`config.mk`:
```
export PLATFORM = sky130hd
export DESIGN_NAME = lcd_spi_streamer
export DESIGN_NICKNAME = d
export VERILOG_FILES = /design/src/rtl/lcd_spi_streamer.sv
export SDC_FILE = /design/constraint.sdc
export NUM_CORES = 1
export LEC_CHECK = 0
export ABC_AREA = 1
export BUFFER_PORTS_ARGS = -buffer_cell sky130_fd_sc_hd__buf_2
export CAP_MARGIN = 10
export CORE_MARGIN = 3
export CORE_UTILIZATION = 45
export CTS_CLUSTER_DIAMETER = 50
export CTS_CLUSTER_SIZE = 25
export DETAILED_ROUTE_END_ITERATION = 12
export PLACE_DENSITY = 0.64
export SETUP_SLACK_MARGIN = 0.4
export SYNTH_ARGS = -nofsm -noshare
export SYNTH_HDL_FRONTEND = slang
export SYNTH_SLANG_ARGS = --single-unit
```
`constraint.sdc`:
```
create_clock -name clk -period 2.4 [get_ports clk]
set_input_delay 0.48 -clock clk [delete_from_list [all_inputs] [get_ports clk]]
set_output_delay 0.48 -clock clk [all_outputs]
set_load 0.01 [all_outputs]
```
`src/rtl/lcd_spi_streamer.sv`:
```
// Word FIFO feeding a mode-0 SPI shifter for an LCD panel, with D/C per word
// and a panel reset sequencer that drives res_n before any transfer.
module lcd_spi_streamer #(
    parameter int DATA_W     = 8,
    parameter int CLK_DIV    = 4,
    parameter int FIFO_DEPTH = 16,
    parameter int RST_LOW    = 100,
    parameter int RST_WAIT   = 1000
) (
    input  logic                          clk,
    input  logic                          rst,
    input  logic [DATA_W-1:0]             in_data,
    input  logic                          in_dc,
    input  logic                          in_valid,
    output logic                          in_ready,
    input  logic                          lcd_reset_req,
    output logic                          sclk,
    output logic                          mosi,
    output logic                          cs_n,
    output logic                          dc,
    output logic                          res_n,
    output logic                          busy,
    output logic                          byte_done,
    output logic [$clog2(FIFO_DEPTH):0]   fifo_count
);
    localparam int AW   = $clog2(FIFO_DEPTH);
    localparam int RMAX = (RST_LOW > RST_WAIT) ? RST_LOW : RST_WAIT;
    localparam int CW   = $clog2(RMAX + 1);
    localparam int BW   = $clog2(DATA_W + 1);

    typedef enum logic [2:0] {
        S_RST_HOLD, S_RST_WAIT, S_IDLE, S_LOAD, S_SHIFT, S_CS_HOLD, S_GAP
    } state_t;

    state_t              state_q;
    logic [CW-1:0]       rst_cnt_q;
    logic [7:0]          div_cnt_q;
    logic [BW-1:0]       bit_cnt_q;
    logic [DATA_W-2:0]   rest_q;
    logic                sclk_q, mosi_q, cs_n_q, dc_q, res_n_q, byte_done_q;

    logic [DATA_W:0]     mem_q [FIFO_DEPTH];
    logic [AW-1:0]       wr_ptr_q, rd_ptr_q;
    logic [AW:0]         count_q, count_d;
    logic [DATA_W:0]     head;
    logic                fifo_empty, push, pop, tick, last_bit, word_end;

    assign fifo_empty = (count_q == '0);
    assign in_ready   = (count_q != (AW+1)'(FIFO_DEPTH));
    assign push       = in_valid && in_ready;
    assign head       = mem_q[rd_ptr_q];
    assign tick       = (div_cnt_q == 8'(CLK_DIV - 1));
    assign last_bit   = (bit_cnt_q == BW'(DATA_W - 1));
    assign word_end   = (state_q == S_SHIFT) && tick && sclk_q && last_bit;
    // The engine takes a word either to start a frame or to continue one seamlessly.
    assign pop        = !lcd_reset_req && !fifo_empty && ((state_q == S_IDLE) || word_end);
    assign count_d    = count_q + (AW+1)'(push) - (AW+1)'(pop);

    always_ff @(posedge clk) begin
        if (push) begin
            mem_q[wr_ptr_q] <= {in_dc, in_data};
        end
    end

    always_ff @(posedge clk) begin
        if (rst) begin
            wr_ptr_q <= '0;
            rd_ptr_q <= '0;
            count_q  <= '0;
        end else begin
            if (push) wr_ptr_q <= wr_ptr_q + 1'b1;
            if (pop)  rd_ptr_q <= rd_ptr_q + 1'b1;
            count_q <= count_d;
        end
    end

    always_ff @(posedge clk) begin
        byte_done_q <= 1'b0;
        if (rst) begin
            state_q   <= S_RST_HOLD;
            rst_cnt_q <= '0;
            div_cnt_q <= '0;
            bit_cnt_q <= '0;
            rest_q    <= '0;
            sclk_q    <= 1'b0;
            mosi_q    <= 1'b0;
            cs_n_q    <= 1'b1;
            dc_q      <= 1'b0;
            res_n_q   <= 1'b0;
        end else if (lcd_reset_req) begin
            state_q   <= S_RST_HOLD;
            rst_cnt_q <= '0;
            div_cnt_q <= '0;
            bit_cnt_q <= '0;
            sclk_q    <= 1'b0;
            cs_n_q    <= 1'b1;
            res_n_q   <= 1'b0;
        end else begin
            case (state_q)
                S_RST_HOLD: begin
                    if (rst_cnt_q == CW'(RST_LOW - 1)) begin
                        rst_cnt_q <= '0;
                        res_n_q   <= 1'b1;
                        state_q   <= S_RST_WAIT;
                    end else begin
                        rst_cnt_q <= rst_cnt_q + 1'b1;
                    end
                end
                S_RST_WAIT: begin
                    if (rst_cnt_q == CW'(RST_WAIT - 1)) begin
                        rst_cnt_q <= '0;
                        state_q   <= S_IDLE;
                    end else begin
                        rst_cnt_q <= rst_cnt_q + 1'b1;
                    end
                end
                S_IDLE: begin
                    if (!fifo_empty) begin
                        state_q   <= S_LOAD;
                        rest_q    <= head[DATA_W-2:0];
                        mosi_q    <= head[DATA_W-1];
                        dc_q      <= head[DATA_W];
                        cs_n_q    <= 1'b0;
                        sclk_q    <= 1'b0;
                        div_cnt_q <= '0;
                        bit_cnt_q <= '0;
                    end
                end
                // LOAD is the first low-phase cycle of bit 0, so it shares the divider.
                S_LOAD, S_SHIFT: begin
                    state_q <= S_SHIFT;
                    if (tick) begin
                        div_cnt_q <= '0;
                        if (!sclk_q) begin
                            sclk_q <= 1'b1;
                        end else begin
                            sclk_q <= 1'b0;
                            if (last_bit) begin
                                byte_done_q <= 1'b1;
                                bit_cnt_q   <= '0;
                                if (!fifo_empty) begin
                                    rest_q <= head[DATA_W-2:0];
                                    mosi_q <= head[DATA_W-1];
                                    dc_q   <= head[DATA_W];
                                end else begin
                                    state_q <= S_CS_HOLD;
                                end
                            end else begin
                                bit_cnt_q <= bit_cnt_q + 1'b1;
                                mosi_q    <= rest_q[DATA_W-2];
                                rest_q    <= rest_q << 1;
                            end
                        end
                    end else begin
                        div_cnt_q <= div_cnt_q + 1'b1;
                    end
                end
                S_CS_HOLD: begin
                    if (tick) begin
                        div_cnt_q <= '0;
                        cs_n_q    <= 1'b1;
                        state_q   <= S_GAP;
                    end else begin
                        div_cnt_q <= div_cnt_q + 1'b1;
                    end
                end
                S_GAP: begin
                    if (tick) begin
                        div_cnt_q <= '0;
                        state_q   <= S_IDLE;
                    end else begin
                        div_cnt_q <= div_cnt_q + 1'b1;
                    end
                end
                default: state_q <= S_RST_HOLD;
            endcase
        end
    end

    assign sclk       = sclk_q;
    assign mosi       = mosi_q;
    assign cs_n       = cs_n_q;
    assign dc         = dc_q;
    assign res_n      = res_n_q;
    assign byte_done  = byte_done_q;
    assign busy       = (state_q != S_IDLE) || !fifo_empty;
    assign fifo_count = count_q;

endmodule

```
==> results of run 1 <==
## placed cells by master (no fill, tap or decap), drive strengths merged
master	Yosys	final
buf	17	83
a21oi	34	34
clkinv	5	12
nor3b	1	1
bufinv	0	1
nand2	264	264
o22ai	4	4
o211ai	2	2
xor2	5	5
o211a	1	1
clkbuf	15	17
a211oi	1	1
ha	13	13
nor2	112	112
nor3	14	14
fa	1	1
a221o	1	1
or2	1	1
nand3	113	113
nor4	2	2
nand4	5	5
nand3b	1	1
dfxtp	55	55
edfxtp	144	144
xnor2	2	2
clkinvlp	0	2
inv	55	60
a22oi	1	1
o21ai	31	31
## synth_stat cells (all sizes together) (4+ instances only)
library cell / n
nand2: 264
edfxtp: 144
nand3: 113
nor2: 112
dfxtp: 55
inv: 55
a21oi: 34
o21ai: 31
buf: 17
clkbuf: 15
nor3: 14
ha: 13
clkinv: 5
nand4: 5
xor2: 5
o22ai: 4
## final cells by class
class                           instances  area share (%)
Sequential cell                       199            54.0
Clock buffer                           17            4.22
Tap cell                              234            2.91
Multi-Input combinational cell        609            29.3
Clock inverter                         15            1.47
Timing Repair Buffer                   83            5.90
Inverter                               60            2.27
## sequential cells by signal, summed over array words and instances (netlist names), named ones only
| name | count |
|---|---|
| fifo_count | 5 |
| rst_cnt_q | 10 |
| wr_ptr_q | 4 |
| rd_ptr_q | 4 |
| state_q | 3 |
| sclk | 1 |
| res_n | 1 |
| div_cnt_q | 8 |
| dc | 1 |
| byte_done | 1 |
| cs_n | 1 |
| rest_q | 7 |
| mem_q | 144 |
| bit_cnt_q | 4 |
| mosi | 1 |
## kinds of logic after synthesis
logic type,after synthesis
adder cells (fa/ha/maj),14
XOR/XNOR,7
flip-flops,199
buffers and inverters,92
AND/OR/NAND/NOR,513
AO/OA/AOI/OAI,75
## per-layer routing
layer	part of all wire (%)	global-route usage (%)
met3	3.5	3.31
met5	0	0
met2	48	29.5
met4	1.1	5.74
met1	48	26.3
## power breakdown
group	switching, mW	leakage (nW)	internal [mW]
combinational	0.530	1.87	0.323
clock	1.30	0.274	1.46
sequential	0.0476	1.75	3.79
total	1.88	3.90	5.57
## worst max-delay path: stages (launching register included)
cell and delay (ns):
dfxtp_2 0.36, ha_4 0.15, nand3_4 0.06, nor2_4 0.13, nand2_2 0.07, o21ai_2 0.17
nand3_4 0.10, nor2_4 0.11, inv_2 0.05, nand2_2 0.07, ha_4 0.13, inv_2 0.03
fa_2 0.34, nor3_2 0.18, a211oi_2 0.07, o21ai_1 0.12, a21oi_1 0.05
## timing repair
action | 4_1_cts | 5_1_grt
hold endpoints to repair | 0 | 0
setup buffers | 13 | 5
cloned | 0 | 0
setup endpoints to repair | 7 | 18
gates resized for setup | 19 | 7
pin swaps | 15 | 7
## final timing paths
check | end
max | fifo_count[4]
min | wr_ptr_q[1]
max reg2reg | fifo_count[4]
min reg2reg | res_n
==> metrics.csv, run 1 <==
metric;value;unit
synth_compound_area_share;4.77;%
status;completed;
yosysWarnings;0;
ioPinCount;26;
ys_seq_area_share;62.9;%
first_pass_iters;5;
synth_cell_types;37;
timing.hold.ws;0.386;ns
synth.avg_cell_area;9.58;um2
ir_worst_vdd;0.000552;V
setup_ws;0.0802;ns
path_clk_slew;0.07;ns
reg2reg_from;div_cnt_q[1];
grt.overflow.total;0;
synth_top_cell_by_area;edfxtp_1;
r2r_cells;16;
fill_cells;1690;
seq_area;0.00543;mm2
r2r_setup_slack;0.08;ns
yosys_most_used_dff;edfxtp_1;
fin_skew;0.0128;ns
syn_nets;927;
synth_fa_ha_area_share;2.12;%
synth-xor-area-share;0.711;%
gp_congestion;0.790;
grt_pass1_vias;5969;
htree_num_levels;4;
synth-edff-count;144;
timing.fmax;431;MHz
ys_ff_latch;199;
placed_area;0.00928;mm2
syn-instance-count;900;
wl;19000;um
cts.sinks;199;
ant_nets;0;
drt_iter0_markers;519;
antenna_cells;0;
critPathLaunchType;register;
synth_top_family_by_area;simple AND/OR/NAND/NOR gates;
synthTopCellsByArea;edfxtp_1, dfxtp_1, nand2_1;
p_total;7.45;mW
cts-root-buf;clkbuf_16;
synthSimpleGateAreaFrac;24.9;%
die_w;144;um
hp-class;input port to register;
power.density;740;mW/mm2
grt_setup_unrepaired;yes;
num_vias;6354;
hold_violations;0;
critPathMaxFanout;2;
maxSlewViolCount;0;
drcViolationCount;0;
fin_util;53.7;%
drive_gt1_share;16.5;%
clock_path_buffers;2;
slew_headroom;54.8;%
grt_pass1_wl;30300;um
viasPerCell;5.22;
rows;50;
netlist.area_leader.share;50.1;%
critPathCaptureType;register;
numCtsBuffers;17;
coreArea;0.0188;mm2
area_growth;16.8;%
final.setup.tns;0;ns
antenna_found_initial;0;
die_h;144;um
finalInstanceArea;0.0101;mm2
grt_max_degree;57;
cts_tree;done;
clock_latency;0.43;ns
min_path_cells;3;
crit_start;div_cnt_q[1];
hold_buffers;0;
arrival;2.63;ns
nNetsFinal;997;
grt_use_total;18.6;%
cap_violations;0;
final_cells;1217;
path_class;register to register;
synth_mux_area_share;0;%
worstMarginPinSlew;0.674;ns
multi_input_area;0.00295;mm2
wire_per_inst;15.6;um
synth-async-reset-ratio;0;%
cp.required;2.72;ns
place_ws;-0.0236;ns
min_period;2.32;ns
worstHoldStart;in_valid;
min_period_over_period;96.7;%
dpl.hpwl;11800;um
setup_viol_count_final;0;
p_leak;3.90;nW
placed_cells;1167;
dieArea;0.0209;mm2
syn_area;0.00862;mm2
io_buffer_count;25;
initial_utilization;46.0;%
Note: power is estimated with default switching activity, not from simulation.
==> run 2, diff against run 1 <==
- CORE_UTILIZATION: 45 -> 30
- PLACE_DENSITY: 0.64 -> 0.47
- clock period: 2.4 -> 2.05 ns (I/O delays scaled with it)
==> run 2 against run 1 <==
Net effect: the flow now finishes with violations (negative setup slack); worst setup slack got worse by 0.29 ns; clock-buffer cell count unchanged; clock skew increased by 0.0087 ns; sequential share of layout area decreased by 7.6 points; critical path type unchanged; largest power group unchanged; highest routed layer unchanged.
==> metrics.csv, run 2 (synthesis results as in run 1) <==
metric;value;unit
critPathBufInv;2;
cp_slowest_cell;dfxtp_2;
hp-class;input port to register;
clock_path_buffers;2;
path_clk_slew;0.08;ns
num_vias;6506;
area_growth;36.0;%
ir_worst_vdd;0.000574;V
cp.required;2.37;ns
critPathCaptureType;register;
violations;negative setup slack;
hold_violations;0;
rows;61;
antenna_cells;0;
reg_top3;mem_q: 144 flops, rst_cnt_q: 10 flops, div_cnt_q: 8 flops;
maxSlewViolCount;0;
timing.fmax;443;MHz
fill_cells;2775;
hold_buffers;0;
setup_ws;-0.209;ns
p_total;9.77;mW
grt_pass1_vias;6296;
io_buffer_count;25;
fin_skew;0.0216;ns
die_h;176;um
status;finished with violations;
clock_latency;0.44;ns
drt_iter0_markers;495;
grt_max_degree;44;
fin_util;41.8;%
cts_tree;done;
dieArea;0.0308;mm2
placed_area;0.0101;mm2
min_period_over_period;110;%
grt.overflow.total;0;
regMostFlops;mem_q;
final.setup.tns;-0.671;ns
viasPerCell;4.59;
numCtsBuffers;17;
cp_cell_sequence;ha_4 > nand3_4 > nor2_4 > nand2_2 > o21ai_2 > nand3_4 > nor2_4 > inv_2 > nand2_2 > ha_4 > inv_2 > fa_2 > nor3_2 > a211oi_2 > o21ai_1 > a21oi_1;
grt_pass1_wl;35400;um
gp_congestion;0.787;
setup_viol_count_final;5;
slowest_delay;0.36;ns
htree_num_levels;4;
power.density;833;mW/mm2
largest_reg_flops;144;
place_ws;-0.284;ns
arrival;2.58;ns
worstMarginPinSlew;0.473;ns
critical_path.top_delay_family;simple AND/OR/NAND/NOR gates;
wl;22200;um
critPathMaxFanout;3;
finalInstanceArea;0.0117;mm2
cap_violations;0;
first_pass_iters;5;
nNetsFinal;1053;
ant_nets;0;
cts-root-buf;clkbuf_16;
antenna_found_initial;0;
grt_use_total;14.7;%
initial_utilization;30.7;%
drive_gt1_share;27.9;%
ioPinCount;26;
path_class;register to register;
min_period;2.26;ns
p_leak;4.45;nW
cts.sinks;199;
die_w;176;um
coreArea;0.0281;mm2
dpl.hpwl;13800;um
wire_per_inst;15.7;um
critPathLaunchType;register;
layout_common_cells;nand2_1, edfxtp_1, nand3_1, nor2_1, buf_4;
final_common_cell;nand2_1;
slew_headroom;68.4;%
grt_setup_unrepaired;yes;
drcViolationCount;0;
[run 2: report_power, final]
group	internal [mW]	switching (mW)	leakage, nW
Clock	1.88	1.65	0.307
Sequential	4.44	0.0474	1.75
Combinational	0.852	0.899	2.39
[run 2: what timing repair did]
action	in CTS	in global routing
resized for setup	81	55
gates cloned	4	1
setup buffers	23	12
pin swaps	23	17
setup endpoints to repair	183	193
[run 2: path summary, 6_finish.rpt]
path | from | end | slack, ns | cells after the start
worst max-delay path | bit_cnt_q[0] | fifo_count[4] | -0.21 | 16
worst min-delay path | in_data[0] | mem_q[9][0] | 0.37 | 1
worst max register to register | bit_cnt_q[0] | fifo_count[4] | -0.21 | 16
worst min register to register | res_n | res_n | 0.45 | 2
[run 2: final cells by class]
class / count / area [um2] / share of cell area [%]
Clock buffer: 17 / 425 / 3.63
Clock inverter: 15 / 204 / 1.74
Inverter: 60 / 251 / 2.14
Multi-Input combinational cell: 609 / 3400 / 29.0
Sequential cell: 199 / 5440 / 46.4
Tap cell: 378 / 473 / 4.03
Timing Repair Buffer: 139 / 1530 / 13.1
[run 2: routing by layer]
| metal | track usage [%] | part of all wire, % | wire, um | vias to the layer above |
|---|---|---|---|---|
| met5 | 0 | 0 | 0 | - |
| met4 | 3.73 | 1.1 | 235 | 0 |
| met3 | 2.18 | 2.5 | 564 | 13 |
| met2 | 23.5 | 47 | 10500 | 73 |
| met1 | 21.1 | 49 | 11000 | 3128 |
| li1 | - | - | - | 3292 |
[run 2: through the flow]
| stage | hold slack (ns) | instances |
|---|---|---|
| 6_report | 0.373 | 1417 |
| 5_1_grt | 0.364 | 1417 |
| 4_1_cts | 0.361 | 1404 |
| 2_1_floorplan | 0.439 | 900 |
| 3_3_place_gp | 0.438 | 1345 |
| 3_5_place_dp | 0.446 | 1345 |
==> run 3, diff against run 2 <==
- ABC_AREA: 1 -> 0
==> run 3 against run 2 <==
Net effect: the run still ends with negative setup slack left; die area fell by 3.2%; maximum frequency fell by 7.1%; clock power rose by 2%; sequential cell count did not move; sequential share of layout area rose by 1.8 points; worst setup slack got worse by 0.17 ns; area after synthesis fell by 3.3%; synthesized cell count fell by 36%.
==> metrics.csv, run 3 <==
metric;value;unit
synth-edff-count;144;
yosys_most_used_dff;edfxtp_1;
layout_common_cells;edfxtp_1, buf_4, dfxtp_1, nor2_1, mux4_2;
hold_violations;0;
synth_mux_area_share;10.5;%
finalInstanceArea;0.0113;mm2
area_growth;35.4;%
grt_setup_unrepaired;yes;
final_cells;1082;
synth-xor-area-share;2.42;%
drive_gt1_share;41.5;%
worstHoldStart;rst;
fill_cells;2444;
synth_cell_types;64;
power_frac_clock;38.3;%
htree_num_levels;4;
place_ws;-0.401;ns
grt_pass1_vias;5506;
reg_top3;mem_q: 144 flops, rst_cnt_q: 10 flops, div_cnt_q: 8 flops;
ant_nets;0;
synth_top_family_by_area;multiplexers;
p_total;9.38;mW
min_period;2.43;ns
fin_skew;0.0197;ns
critPathCaptureType;register;
p_sw_share;27.4;%
path_clk_slew;0.09;ns
first_pass_iters;4;
reg2reg_from;div_cnt_q[0];
ioPinCount;26;
nNetsFinal;724;
numCtsBuffers;17;
largest_reg_flops;144;
setup_ws;-0.383;ns
wl;19300;um
switchingPower;2.57;mW
cp_slowest_cell;dfxtp_4;
slowest_delay;0.37;ns
antenna_found_initial;0;
cp.required;2.37;ns
wire_per_inst;17.9;um
initial_utilization;30.8;%
ys_top_cells_by_count;edfxtp_1, dfxtp_1, nor2_1;
syn_area;0.00834;mm2
clock_latency;0.45;ns
cts.sinks;199;
grt_use_total;13.1;%
dpl.hpwl;13000;um
dieArea;0.0298;mm2
coreArea;0.0271;mm2
synthSimpleGateAreaFrac;10.2;%
seq_power_share;47.8;%
synthTopCellsByArea;edfxtp_1, dfxtp_1, mux4_2;
slew_headroom;60.6;%
yosysWarnings;0;
ys_seq_area_share;65.1;%
num_vias;5187;
antenna_cells;0;
regMostFlops;mem_q;
timing.fmax;411;MHz
synth_top_cell_by_area;edfxtp_1;
hold_buffers;0;
viasPerCell;4.79;
die_w;173;um
die_h;173;um
placed_area;0.00983;mm2
p_leak;3.70;nW
synth.avg_cell_area;14.6;um2
syn_nets;599;
synth-async-reset-ratio;0;%
io_buffer_count;25;
netlist.area_leader.share;51.9;%
gp_congestion;0.809;
cap_violations;0;
violations;negative setup slack;
drcViolationCount;0;
critPathMaxFanout;3;
pwr-share-comb;13.9;%
yosysMostFrequentCell;edfxtp_1;
maxSlewViolCount;0;
worstMarginPinSlew;0.589;ns
ir_worst_vdd;0.000401;V
min_period_over_period;119;%
grt_max_degree;30;
cp_cell_sequence;ha_4 > nor4b_4 > a41o_2 > nand2_4 > or2_4 > buf_4 > ha_1 > a21o_1 > a21oi_1 > xnor2_1 > nor2_1;
drt_iter0_markers;296;
status;finished with violations;
final.setup.tns;-1.73;ns
path_class;register to register;
grt.overflow.total;0;
grt_pass1_wl;30400;um
final_common_cell;edfxtp_1;
setup_viol_count_final;12;
p_int;6.81;mW
syn-instance-count;572;
synth_fa_ha_area_share;2.19;%
crit_start;div_cnt_q[0];
clock_path_buffers;2;
power.density;831;mW/mm2
hp-class;input port to register;
cts-root-buf;clkbuf_16;
cts_tree;done;
rows;60;
synth_compound_area_share;7.47;%
critPathLaunchType;register;
placed_cells;1018;
arrival;2.75;ns
ys_ff_latch;199;
run 3: cell types whose count changed after synthesis, sizes merged, moves of 5 or more:
| cell | change |
|---|---|
| a2111oi | +7 |
| a22oi | +13 |
| buf | -5 |
| clkinv | -5 |
| inv | -34 |
| mux4 | +37 |
| nand2 | -232 |
| nand3 | -98 |
| nor2 | -61 |
| nor2b | +8 |
| o21ai | -22 |
| or3 | +5 |
| xnor2 | +10 |
| xor2 | +6 |
run 3: stage by stage:
stage | hold slack [ns] | util, %
2_1_floorplan | 0.435 | -
3_5_place_dp | 0.456 | 36.3
5_1_grt | 0.342 | 41.7
4_1_cts | 0.332 | 40.6
6_report | 0.331 | 41.7
3_3_place_gp | 0.454 | 36.3
run 3: final timing paths:
kind | cells past startpoint | slack, ns | to
worst max-delay path | 11 | -0.38 | fifo_count[3]
worst min-delay path | 3 | 0.33 | cs_n
worst max register to register | 11 | -0.38 | fifo_count[3]
worst min register to register | 1 | 0.48 | res_n
run 3: metal layers:
| layer | track usage, % | vias up | part of all wire [%] |
|---|---|---|---|
| met5 | 0 | - | 0 |
| met4 | 3.41 | 0 | 1.0 |
| met3 | 2.39 | 13 | 3.4 |
| met2 | 23.6 | 78 | 53 |
| met1 | 16.1 | 2644 | 43 |
| li1 | - | 2452 | - |
run 3: worst max-delay path, delay by kind of cell, from the launching register on:
kind                     cells  cell delay (ns)
AO/OA/AOI/OAI                3             0.66
AND/OR/NAND/NOR              4             0.61
adder cells (fa/ha/maj)      2             0.40
flip-flops                   1             0.37
XOR/XNOR                     1             0.14
buffers and inverters        1             0.13
run 3: what timing repair did:
action,in CTS,in global routing
pin swaps,39,34
endpoints found under the setup margin,186,196
buffers inserted,21,11
gates resized for setup,63,41
run 3: power by group through the flow:
| stage | registers, mW | logic [mW] | clock network (mW) |
|---|---|---|---|
| 3_3_place_gp | 4.56 | 0.997 | 0 |
| 3_5_place_dp | 4.58 | 1.03 | 0 |
| 4_1_cts | 4.49 | 1.26 | 3.69 |
| 5_1_grt | 4.50 | 1.42 | 3.84 |
| 6_report | 4.49 | 1.30 | 3.59 |
| 2_1_floorplan | 4.59 | 0.554 | 0 |
run 3: logic make-up (layout without fill, tap and decap cells):
family                   count (synthesis)  in the layout
XOR/XNOR                                23             23
adder cells (fa/ha/maj)                 14             14
AND/OR/NAND/NOR                        161            161
flip-flops                             199            199
AO/OA/AOI/OAI                           89             89
buffers and inverters                   45            183
multiplexers                            41             41
run 3: area by class of cell:
type	count	area (um2)	share of cell area, %
clock inverters	15	226	2.01
inverters	21	78.8	0.698
clock buffers	17	425	3.77
repair buffers	130	1290	11.4
flip-flops and latches	199	5440	48.2
multi-input cells	328	3360	29.8
well taps	372	465	4.12
